`src/rtl/fft_pkg.sv`:
```
// Shared types and elaboration-time helpers for the iterative radix-2 FFT.
// Twiddles come from an integer Taylor series so no real-valued math reaches synthesis.
package fft_pkg;

  typedef enum logic [1:0] {
    LOAD    = 2'd0,
    COMPUTE = 2'd1,
    UNLOAD  = 2'd2
  } fft_state_e;

  localparam int     FX_FRAC      = 32'sd28;
  localparam longint FX_ONE       = 64'sd268435456;
  localparam longint FX_PI        = 64'sd843314857;
  localparam int     TAYLOR_TERMS = 32'sd14;

  function automatic logic [15:0] bit_reverse(input logic [15:0] v, input int bits);
    logic [15:0] r;
    r = 16'd0;
    for (int i = 0; i < 16; i++) begin
      if (i < bits) begin
        r[bits-1-i] = v[i];
      end
    end
    return r;
  endfunction

  // round(cos or sin of 2*pi*idx/size, scaled by 2^res); angle is always in [0, pi)
  function automatic int twiddle(input int idx, input int size, input int res, input logic want_sin);
    longint x, x2, term, acc, div;
    x    = (FX_PI * 64'(idx) * 64'sd2) / 64'(size);
    x2   = (x * x) >>> FX_FRAC;
    term = want_sin ? x : FX_ONE;
    acc  = term;
    for (int i = 1; i <= TAYLOR_TERMS; i++) begin
      div  = want_sin ? 64'(32'sd2 * i * (32'sd2 * i + 32'sd1))
                      : 64'(32'sd2 * i * (32'sd2 * i - 32'sd1));
      term = -(((term * x2) >>> FX_FRAC) / div);
      acc  = acc + term;
    end
    return int'((acc + (FX_ONE >>> (res + 32'sd1))) >>> (FX_FRAC - res));
  endfunction

endpackage

```
`src/rtl/fft_butterfly.sv`:
```
// Combinational radix-2 DIT butterfly: A' = A + B*W, B' = A - B*W, optional halving.
module fft_butterfly
  import fft_pkg::*;
#(
  parameter int OUT_BITS   = 24,
  parameter int RESOLUTION = 8
) (
  input  logic signed [OUT_BITS-1:0]   a_re_i,
  input  logic signed [OUT_BITS-1:0]   a_im_i,
  input  logic signed [OUT_BITS-1:0]   b_re_i,
  input  logic signed [OUT_BITS-1:0]   b_im_i,
  input  logic signed [RESOLUTION+1:0] w_re_i,
  input  logic signed [RESOLUTION+1:0] w_im_i,
  input  logic                         scale_i,
  output logic signed [OUT_BITS-1:0]   a_re_o,
  output logic signed [OUT_BITS-1:0]   a_im_o,
  output logic signed [OUT_BITS-1:0]   b_re_o,
  output logic signed [OUT_BITS-1:0]   b_im_o
);
  localparam int TW = RESOLUTION + 2;
  localparam int PW = OUT_BITS + TW;
  localparam int SW = OUT_BITS + 1;

  logic signed [PW-1:0]       p_rr_s, p_ii_s, p_ri_s, p_ir_s, t_re_full_s, t_im_full_s;
  logic signed [OUT_BITS-1:0] t_re_s, t_im_s;
  logic signed [SW-1:0]       sum_re_s, sum_im_s, dif_re_s, dif_im_s;

  // Each partial product is shifted on its own before combining, one guard bit kept for halving
  always_comb begin
    p_rr_s      = PW'(b_re_i) * PW'(w_re_i);
    p_ii_s      = PW'(b_im_i) * PW'(w_im_i);
    p_ri_s      = PW'(b_re_i) * PW'(w_im_i);
    p_ir_s      = PW'(b_im_i) * PW'(w_re_i);
    t_re_full_s = (p_rr_s >>> RESOLUTION) - (p_ii_s >>> RESOLUTION);
    t_im_full_s = (p_ri_s >>> RESOLUTION) + (p_ir_s >>> RESOLUTION);
    t_re_s      = OUT_BITS'(t_re_full_s);
    t_im_s      = OUT_BITS'(t_im_full_s);
    sum_re_s    = SW'(a_re_i) + SW'(t_re_s);
    sum_im_s    = SW'(a_im_i) + SW'(t_im_s);
    dif_re_s    = SW'(a_re_i) - SW'(t_re_s);
    dif_im_s    = SW'(a_im_i) - SW'(t_im_s);
    if (scale_i) begin
      a_re_o = OUT_BITS'(sum_re_s >>> 1'b1);
      a_im_o = OUT_BITS'(sum_im_s >>> 1'b1);
      b_re_o = OUT_BITS'(dif_re_s >>> 1'b1);
      b_im_o = OUT_BITS'(dif_im_s >>> 1'b1);
    end else begin
      a_re_o = OUT_BITS'(sum_re_s);
      a_im_o = OUT_BITS'(sum_im_s);
      b_re_o = OUT_BITS'(dif_re_s);
      b_im_o = OUT_BITS'(dif_im_s);
    end
  end

endmodule

```
`src/rtl/fft_iterative.sv`:
```
// In-place radix-2 DIT FFT/IFFT with one shared butterfly: load in bit-reversed order,
// run LEVELS stages of SIZE/2 butterflies, then stream bins out over valid/ready.
module fft_iterative
  import fft_pkg::*;
#(
  parameter int SIZE       = 8,
  parameter int IN_BITS    = 16,
  parameter int OUT_BITS   = 24,
  parameter int RESOLUTION = 8,
  parameter int SCALE      = 0
) (
  input  logic                       clk,
  input  logic                       rst_n,
  input  logic                       in_valid,
  output logic                       in_ready,
  input  logic signed [IN_BITS-1:0]  in_data,
  input  logic                       inverse,
  output logic                       out_valid,
  input  logic                       out_ready,
  output logic signed [OUT_BITS-1:0] out_re,
  output logic signed [OUT_BITS-1:0] out_im,
  output logic                       out_last,
  output logic                       busy
);
  localparam int LEVELS = $clog2(SIZE);
  localparam int AW     = LEVELS;
  localparam int BW     = LEVELS - 1;
  localparam int SW     = (LEVELS > 2) ? $clog2(LEVELS) : 1;
  localparam int TW     = RESOLUTION + 2;
  localparam logic [AW-1:0] LAST_N = AW'(SIZE - 1);
  localparam logic [BW-1:0] LAST_B = BW'(SIZE / 2 - 1);
  localparam logic [SW-1:0] LAST_S = SW'(LEVELS - 1);

  fft_state_e                 state_q, state_d;
  logic [AW-1:0]              n_q, n_d, n_inc_s;
  logic [SW-1:0]              stage_q, stage_d;
  logic [BW-1:0]              bfly_q, bfly_d;
  logic                       inv_q, inv_d;
  logic                       in_ready_q, in_ready_d, out_valid_q, out_valid_d;
  logic                       out_last_q, out_last_d, busy_q, busy_d;
  logic signed [OUT_BITS-1:0] out_re_q, out_re_d, out_im_q, out_im_d;
  logic                       load_we_s, bfly_we_s;

  logic signed [OUT_BITS-1:0] mem_re_q [SIZE];
  logic signed [OUT_BITS-1:0] mem_im_q [SIZE];
  logic signed [TW-1:0]       tw_cos [SIZE/2];
  logic signed [TW-1:0]       tw_sin [SIZE/2];

  for (genvar i = 0; i < SIZE / 2; i++) begin : g_twiddle
    localparam int COS_V = twiddle(i, SIZE, RESOLUTION, 1'b0);
    localparam int SIN_V = twiddle(i, SIZE, RESOLUTION, 1'b1);
    assign tw_cos[i] = TW'(COS_V);
    assign tw_sin[i] = TW'(SIN_V);
  end

  logic [AW-1:0]              bfly_ext_s, span_s, k_s, top_s, bot_s, rev_s;
  logic [BW-1:0]              tw_idx_s;
  logic signed [TW-1:0]       w_re_s, w_im_s;
  logic signed [OUT_BITS-1:0] a_re_s, a_im_s, b_re_s, b_im_s;

  // Butterfly addressing; twiddle index k*(SIZE/2h) maps every stage onto one ROM
  always_comb begin
    bfly_ext_s = AW'(bfly_q);
    span_s     = AW'(1) << stage_q;
    k_s        = bfly_ext_s & (span_s - AW'(1));
    top_s      = (((bfly_ext_s >> stage_q) << 1'b1) << stage_q) | k_s;
    bot_s      = top_s | span_s;
    tw_idx_s   = BW'(k_s << (LAST_S - stage_q));
    rev_s      = AW'(bit_reverse(16'(n_q), AW));
    w_re_s     = tw_cos[tw_idx_s];
    w_im_s     = inv_q ? tw_sin[tw_idx_s] : -tw_sin[tw_idx_s];
  end

  fft_butterfly #(
    .OUT_BITS   (OUT_BITS),
    .RESOLUTION (RESOLUTION)
  ) u_butterfly (
    .a_re_i  (mem_re_q[top_s]),
    .a_im_i  (mem_im_q[top_s]),
    .b_re_i  (mem_re_q[bot_s]),
    .b_im_i  (mem_im_q[bot_s]),
    .w_re_i  (w_re_s),
    .w_im_i  (w_im_s),
    .scale_i (SCALE != 32'sd0),
    .a_re_o  (a_re_s),
    .a_im_o  (a_im_s),
    .b_re_o  (b_re_s),
    .b_im_o  (b_im_s)
  );

  // Control FSM, counters and the next registered output values
  always_comb begin
    state_d    = state_q;
    n_d        = n_q;
    stage_d    = stage_q;
    bfly_d     = bfly_q;
    inv_d      = inv_q;
    out_re_d   = out_re_q;
    out_im_d   = out_im_q;
    out_last_d = out_last_q;
    load_we_s  = 1'b0;
    bfly_we_s  = 1'b0;
    n_inc_s    = n_q + AW'(1);
    case (state_q)
      LOAD: begin
        if (in_valid && in_ready_q) begin
          load_we_s = 1'b1;
          n_d       = n_inc_s;
          if (n_q == '0) inv_d = inverse;
          else           inv_d = inv_q;
          if (n_q == LAST_N) state_d = COMPUTE;
          else               state_d = LOAD;
        end else begin
          state_d = LOAD;
        end
      end
      COMPUTE: begin
        bfly_we_s = 1'b1;
        bfly_d    = bfly_q + BW'(1);
        if (bfly_q == LAST_B) begin
          if (stage_q == LAST_S) begin
            stage_d    = '0;
            state_d    = UNLOAD;
            out_re_d   = mem_re_q[0];
            out_im_d   = mem_im_q[0];
            out_last_d = 1'b0;
          end else begin
            stage_d = stage_q + SW'(1);
          end
        end else begin
          stage_d = stage_q;
        end
      end
      UNLOAD: begin
        if (out_valid_q && out_ready) begin
          n_d = n_inc_s;
          if (n_q == LAST_N) begin
            state_d    = LOAD;
            out_last_d = 1'b0;
          end else begin
            out_re_d   = mem_re_q[n_inc_s];
            out_im_d   = mem_im_q[n_inc_s];
            out_last_d = (n_inc_s == LAST_N);
          end
        end else begin
          n_d = n_q;
        end
      end
      default: state_d = LOAD;
    endcase
    in_ready_d  = (state_d == LOAD);
    out_valid_d = (state_d == UNLOAD);
    busy_d      = (state_d == COMPUTE);
  end

  // State, counters and output registers
  always_ff @(posedge clk or negedge rst_n) begin
    if (!rst_n) begin
      state_q     <= LOAD;
      n_q         <= '0;
      stage_q     <= '0;
      bfly_q      <= '0;
      inv_q       <= 1'b0;
      in_ready_q  <= 1'b1;
      out_valid_q <= 1'b0;
      out_last_q  <= 1'b0;
      busy_q      <= 1'b0;
      out_re_q    <= '0;
      out_im_q    <= '0;
    end else begin
      state_q     <= state_d;
      n_q         <= n_d;
      stage_q     <= stage_d;
      bfly_q      <= bfly_d;
      inv_q       <= inv_d;
      in_ready_q  <= in_ready_d;
      out_valid_q <= out_valid_d;
      out_last_q  <= out_last_d;
      busy_q      <= busy_d;
      out_re_q    <= out_re_d;
      out_im_q    <= out_im_d;
    end
  end

  // Sample store; contents after reset are don't-care so it has no reset
  always_ff @(posedge clk) begin
    if (load_we_s) begin
      mem_re_q[rev_s] <= OUT_BITS'(in_data);
      mem_im_q[rev_s] <= '0;
    end else if (bfly_we_s) begin
      mem_re_q[top_s] <= a_re_s;
      mem_im_q[top_s] <= a_im_s;
      mem_re_q[bot_s] <= b_re_s;
      mem_im_q[bot_s] <= b_im_s;
    end
  end

  assign in_ready  = in_ready_q;
  assign out_valid = out_valid_q;
  assign out_re    = out_re_q;
  assign out_im    = out_im_q;
  assign out_last  = out_last_q;
  assign busy      = busy_q;

endmodule

```
`config.mk`:
```
export PLATFORM = sky130hd
export DESIGN_NAME = fft_iterative
export DESIGN_NICKNAME = d
export VERILOG_FILES = /design/src/rtl/fft_pkg.sv /design/src/rtl/fft_butterfly.sv /design/src/rtl/fft_iterative.sv
export SDC_FILE = /design/constraint.sdc
export NUM_CORES = 2
export LEC_CHECK = 0
export BUFFER_PORTS_ARGS = -buffer_cell sky130_fd_sc_hd__buf_2
export CORE_MARGIN = 2
export CORE_UTILIZATION = 40
export CTS_CLUSTER_DIAMETER = 40
export DETAILED_ROUTE_END_ITERATION = 8
export MAX_ROUTING_LAYER = met4
export PLACE_DENSITY = 0.64
export SLEW_MARGIN = 5
export SYNTH_ARGS = -nofsm -noshare
export SYNTH_HDL_FRONTEND = slang
export SYNTH_HIERARCHICAL = 1
export SYNTH_SLANG_ARGS = --single-unit
```
`constraint.sdc`:
```
create_clock -name clk -period 34.1 [get_ports clk]
set_clock_uncertainty 0.15 [all_clocks]
set_input_delay 3.41 -clock clk [delete_from_list [all_inputs] [get_ports clk]]
set_output_delay 3.41 -clock clk [all_outputs]
set_load 0.1 [all_outputs]
```
# Word-level counts from Yosys, hierarchy flattened
# Memories as Yosys holds them, arrays and structs flattened.
# Index checks and enable logic that the tools add are counted.
op_classes:
  n_addsub: 12
  mul: 4
  magnitude_cmp: 1
  n_eq_ne: 13
  shift: 4
  n_mux: 47
  bitwise_logic: 4
  n_reduce_logical: 14
op_table:
  columns: ["op", "n"]
  rows:
  - ["24-bit two-way mux", 10]
  - ["24-bit by 10-bit multiplier with 32-bit output", 4]
  - ["24-bit case mux with 2 select lines", 2]
  - ["24-bit adder", 3]
  - ["24-bit subtractor", 3]
  - ["10-bit two-way mux", 5]
  - ["24-bit OR reduction", 2]
  - ["10-bit binary-select mux with 2-bit select", 2]
  - ["1-bit two-way mux", 15]
  - ["2-bit two-way mux", 6]
  - ["3-bit two-way mux", 4]
  - ["2-bit inequality test, second input constant", 5]
  - ["10-bit negation", 1]
  - ["2-bit == test, second input constant", 4]
  - ["3-bit == test, second input constant", 2]
  - ["3-bit bitwise OR", 2]
  - ["2-bit case mux with 3 select lines", 1]
  - ["3-bit case mux with 2 select lines", 1]
  - ["3-bit AND reduction", 2]
  - ["5-bit AND reduction", 1]
  - ["2-bit by 1-bit adder with 2-bit output, second input constant", 2]
  - ["2-bit by 1-bit == test with 1-bit output, second input constant", 2]
  - ["2-bit zero test", 2]
  - ["4-bit AND reduction", 1]
  - ["15 further kinds", 17]
word_totals:
  reg_bits: 62
  ram_bits: 384
  inputBits: 21
  output_inout_bits: 52
  elab_cells: 112
  memories: 2
memory_table:
  columns: ["name", "depth", "width", "read_ports", "rd_ports_with_merged_regs", "wr", "line_no", "source"]
  rows:
  - ["mem_im_q", 8, 24, 4, 0, 2, "fft_iterative.sv:45", "logic signed [OUT_BITS-1:0] mem_im_q [SIZE];"]
  - ["mem_re_q", 8, 24, 4, 0, 2, "fft_iterative.sv:44", "logic signed [OUT_BITS-1:0] mem_re_q [SIZE];"]

# Logic depth before layout (Yosys ltp)
depth:
  word_depth: 14
  mapped_depth: 62
  ltp_nobuf: 53

# By module
# The synthesis kept the hierarchy.
modules_own_cells:
  columns: ["mod", "instances", "cells_per_inst", "area_each_um2", "seq_area_each_um2"]
  rows:
  - ["fft_butterfly", 1, 4588, 38485.7, 0.0]
  - ["fft_iterative", 1, 2637, 30265.3, 13083.8]

# Least setup slack after synthesis
# OpenSTA, ideal clock, no wires.
synth_path:
  path_type: "reg2reg"
  from: "reg stage_q[1]"
  to: "mem mem_im_q[3][22] (data pin)"
  setup_time_ns: 0.262
  arrival_time_ns: 11.903
  required_ns: 33.688
  setup_slack_ns: 21.785
  path_stages_with_launch: 57
  n_path_buf: 7
  period_less_slack_ns: 12.315
  cell_sequence: "dfrtp_1 buf_4 clkbuf_1 clkbuf_1 inv_1 ha_1 nor2b_1 clkbuf_1 nand3_1 inv_1 and2_1 clkbuf_1 clkbuf_1 nand2_1 fa_1 inv_1 fa_1 inv_1 [21 not listed] a2111oi_2 nor2_1 a41oi_2 nand2b_1 a21o_1 a21o_1 a21o_1 xor2_1 ha_1 clkbuf_1 or4_1 nor3_1 a211o_1 a21oi_2 o211a_1 a2111oi_2 a31oi_1 mux2_1"
synth_rtl:
  columns: ["element", "line_no", "source"]
  rows:
  - ["start: declaration", "fft_iterative.sv:36", "logic [SW-1:0] stage_q, stage_d;"]
  - ["start signal: assignment", "fft_iterative.sv:173", "stage_q <= stage_d;"]
  - ["end: declaration", "fft_iterative.sv:45", null]

==> results.py <==
metrics = {
    "run_status": {
        "status": "completed",
    },
    "logic_synthesis": {
        "ys_ff_latch": 446,
        "synth_top_area_share_pct": 22.7,
        "synthCells": 7225,
        "synth-edff-count": 384,
        "synth_warnings": 6,
        "synthFlopType": "edfxtp_1",
        "syn_avg_cell_area_um2": 9.52,
        "synthDistinctLibCells": 106,
        "syn-cell-area_um2": 68800,
        "synth_area_leaders": "fa_1, edfxtp_1, ha_1, mux2i_1, inv_1",
        "async_reset_ff_share_pct": 13.9,
        "synth_top_cell_by_area": "fa_1",
        "ys_seq_area_share_pct": 19.0,
    },
    "clock_network": {
        "numCtsBuffers": 51,
        "clk_pin_slew_worst_paths_ps": 60,
        "cts_sinks": 446,
        "cts-root-buf": "clkbuf_16",
        "cts_setup_buffers": 0,
        "cts_tree": "yes",
        "cts_max_path_buffers": 3,
        "h-tree-depth": 2,
        "clk_latency_ps": 610,
        "cts.hold.buffers_added": 0,
        "cts_resized": 0,
    },
    "worst_setup_path": {
        "crit_fanout": 111,
        "path_class": "reg2reg",
        "reg2reg_to": "mem_re_q[7][23]$_DFFE_PP_",
        "reg2reg_from": "stage_q[0]$_DFFE_PN0P_",
        "required_ps": 34260,
        "r2r_setup_slack_ps": 19190,
        "max_stage_delay_ps": 880,
        "startpoint_type": "flip-flop",
        "crit_buf_inv": 9,
        "reg2regPathDepth": 48,
        "path_delay_family": "compound AO/OA/AOI/OAI gates",
        "cpMaxStageDelayCell": "buf_4",
        "crit_path_end_kind": "flip-flop",
        "cp_common_cell": "inv_1",
        "arrival_ps": 15070,
    },
    "grt": {
        "grt_pass1_wl_um": 333000,
        "overflow": 0,
        "antenna_found_initial": 3,
        "first_global_vias": 56100,
        "grt_max_degree": 112,
        "grt_use_total_pct": 25.4,
    },
    "die": {
        "die_w_um": 419,
        "pin_count": 73,
        "dieArea_um2": 175000,
        "fp-row-count": 152,
        "die_y_um": 419,
        "coreArea_um2": 171000,
        "start_util_pct": 40.2,
    },
    "hold_path": {
        "hold_end": "out_re[9]$_DFFE_PN0P_",
        "holdCritStartpoint": "out_re[9]$_DFFE_PN0P_",
        "min_path_type": "reg2reg",
        "hold_path_depth": 1,
    },
    "sta": {
        "fmax_mhz": 67.1,
        "rsz0062_at_grt": "false",
        "tns_ps": 0,
        "setup_ws_ps": 19190,
        "setup_violations": 0,
        "fin_crit_ps": 14910,
        "slew_violations": 0,
        "period_share_pct": 43.7,
        "hold_viol": 0,
        "max_slew_margin_pct": 14.2,
        "worst_slew_pin_slew_ps": 1280,
    },
    "route": {
        "vias": 54600,
        "drc_errors": 0,
        "ant_nets": 0,
        "wl_per_cell_um": 23.5,
        "viasPerCell": 5.90,
        "drt-total-wl_um": 218000,
        "drt_iter0_drc": 5450,
        "first_pass_iters": 6,
    },
    "placement": {
        "hpwl_um": 148000,
        "portBuffers": 72,
        "routabilityCongestion": 0.934,
        "place_ws_ps": 19260,
    },
    "cells_and_area": {
        "drive_above_1_share_pct": 10.5,
        "area_growth_pct": 6.33,
        "final.fill_count": 16400,
        "multi_input_area_um2": 50300,
        "final_core_util_pct": 42.7,
        "final_nets": 8226,
        "final-seq-area_um2": 13100,
    },
    "job": {
        "drv_cap": 0,
    },
}
registers in the layout, indices dropped and copies added (netlist names), 2 cells and up:
name / cells
mem_im_q: 192
mem_re_q: 192
out_im: 24
out_re: 24
n_q: 3
bfly_q: 2
stage_q: 2
state_q: 2
synthesized netlist by cell type (31+ instances only):
master	n
a21oi_1	303
clkbuf_1	337
xor2_1	63
o21bai_1	31
fa_1	778
nand2_1	656
a21o_1	106
nor2_1	276
and2_1	410
ha_1	446
dfrtp_1	61
nor2b_1	84
mux2_2	155
buf_2	112
xnor2_1	189
nor3_1	160
mux4_2	96
o32a_1	48
o21ai_0	191
o22a_1	43
nand2b_1	81
edfxtp_1	384
mux2i_1	462
a22o_1	45
inv_1	1032
o221a_2	44
o21a_1	36
o22ai_1	96
a211oi_1	99
o221ai_1	53
final cells by class:
cell class	instances	share of cell area, %
Antenna cell	4	0.0137
Clock buffer	61	1.91
Clock inverter	34	0.464
Inverter	1033	5.31
Multi-Input combinational cell	5248	68.7
Sequential cell	446	17.9
Tap cell	2233	3.82
Timing Repair Buffer	201	1.82
per-layer routing:
metal	GRT usage (%)	up-vias	wire length, um
met5	-	-	0
met4	10.9	0	11500
met3	3.30	637	18600
met2	40.5	2604	102000
met1	32.4	27500	85700
li1	-	23900	-
per-stage QoR:
step | hold slack, ps | area, um2 | std cells
final | 321 | 73100 | 9260
after global routing | 332 | 73100 | 9259
after CTS | 324 | 73100 | 9256
after detailed placement | 311 | 71400 | 9161
after global placement | 306 | 71400 | 9161
after floorplan | 368 | 68800 | 7226
worst max path at each step:
stage                                end  cells after the start  slack, ps              startpoint
4_1_cts        mem_re_q[7][23]$_DFFE_PP_                     48      19200  stage_q[0]$_DFFE_PN0P_
2_1_floorplan  mem_im_q[3][22]$_DFFE_PP_                     56      21790  stage_q[1]$_DFFE_PN0P_
3_5_place_dp   mem_re_q[7][23]$_DFFE_PP_                     48      19260  stage_q[0]$_DFFE_PN0P_
3_3_place_gp   mem_re_q[6][23]$_DFFE_PP_                     48      19480  stage_q[0]$_DFFE_PN0P_
6_report       mem_re_q[7][23]$_DFFE_PP_                     48      19190  stage_q[0]$_DFFE_PN0P_
5_1_grt        mem_re_q[5][23]$_DFFE_PP_                     48      17940  stage_q[0]$_DFFE_PN0P_
placed cells by master, fill, tap and decap left out, types with 57 or more instances in the layout:
cell / n
inv_1: 1030
fa_1: 778
nand2_1: 652
mux2i_1: 462
ha_1: 441
and2_1: 408
edfxtp_1: 384
a21oi_1: 303
nor2_1: 272
o21ai_0: 189
xnor2_1: 189
nor3_1: 160
mux2_2: 155
buf_4: 130
a21o_1: 106
a211oi_1: 99
o22ai_1: 96
mux4_2: 96
nor2b_1: 79
nand2b_1: 78
buf_2: 71
xor2_1: 63
dfrtp_1: 57
worst register-to-register path, delay by kind of cell, from the launching register on:
family	cells	cell delay, ps
AO/OA/AOI/OAI	17	3820
adder cells (fa/ha/maj)	9	3650
AND/OR/NAND/NOR	10	2830
buffers and inverters	9	2630
flip-flops	1	840
XOR/XNOR	3	660
kinds of logic after synthesis:
kind of cell / synth area share [%]
compound gates: 12.8
xor+xnor: 3.21
fa+ha+maj: 30.8
buf+inv: 8.80
flops: 19.0
mux: 12.8
other cells: 0.00545
simple gates: 12.6
Power is not shown: default switching activity piles up to over one toggle a cycle in this logic, so the estimate is an artifact.
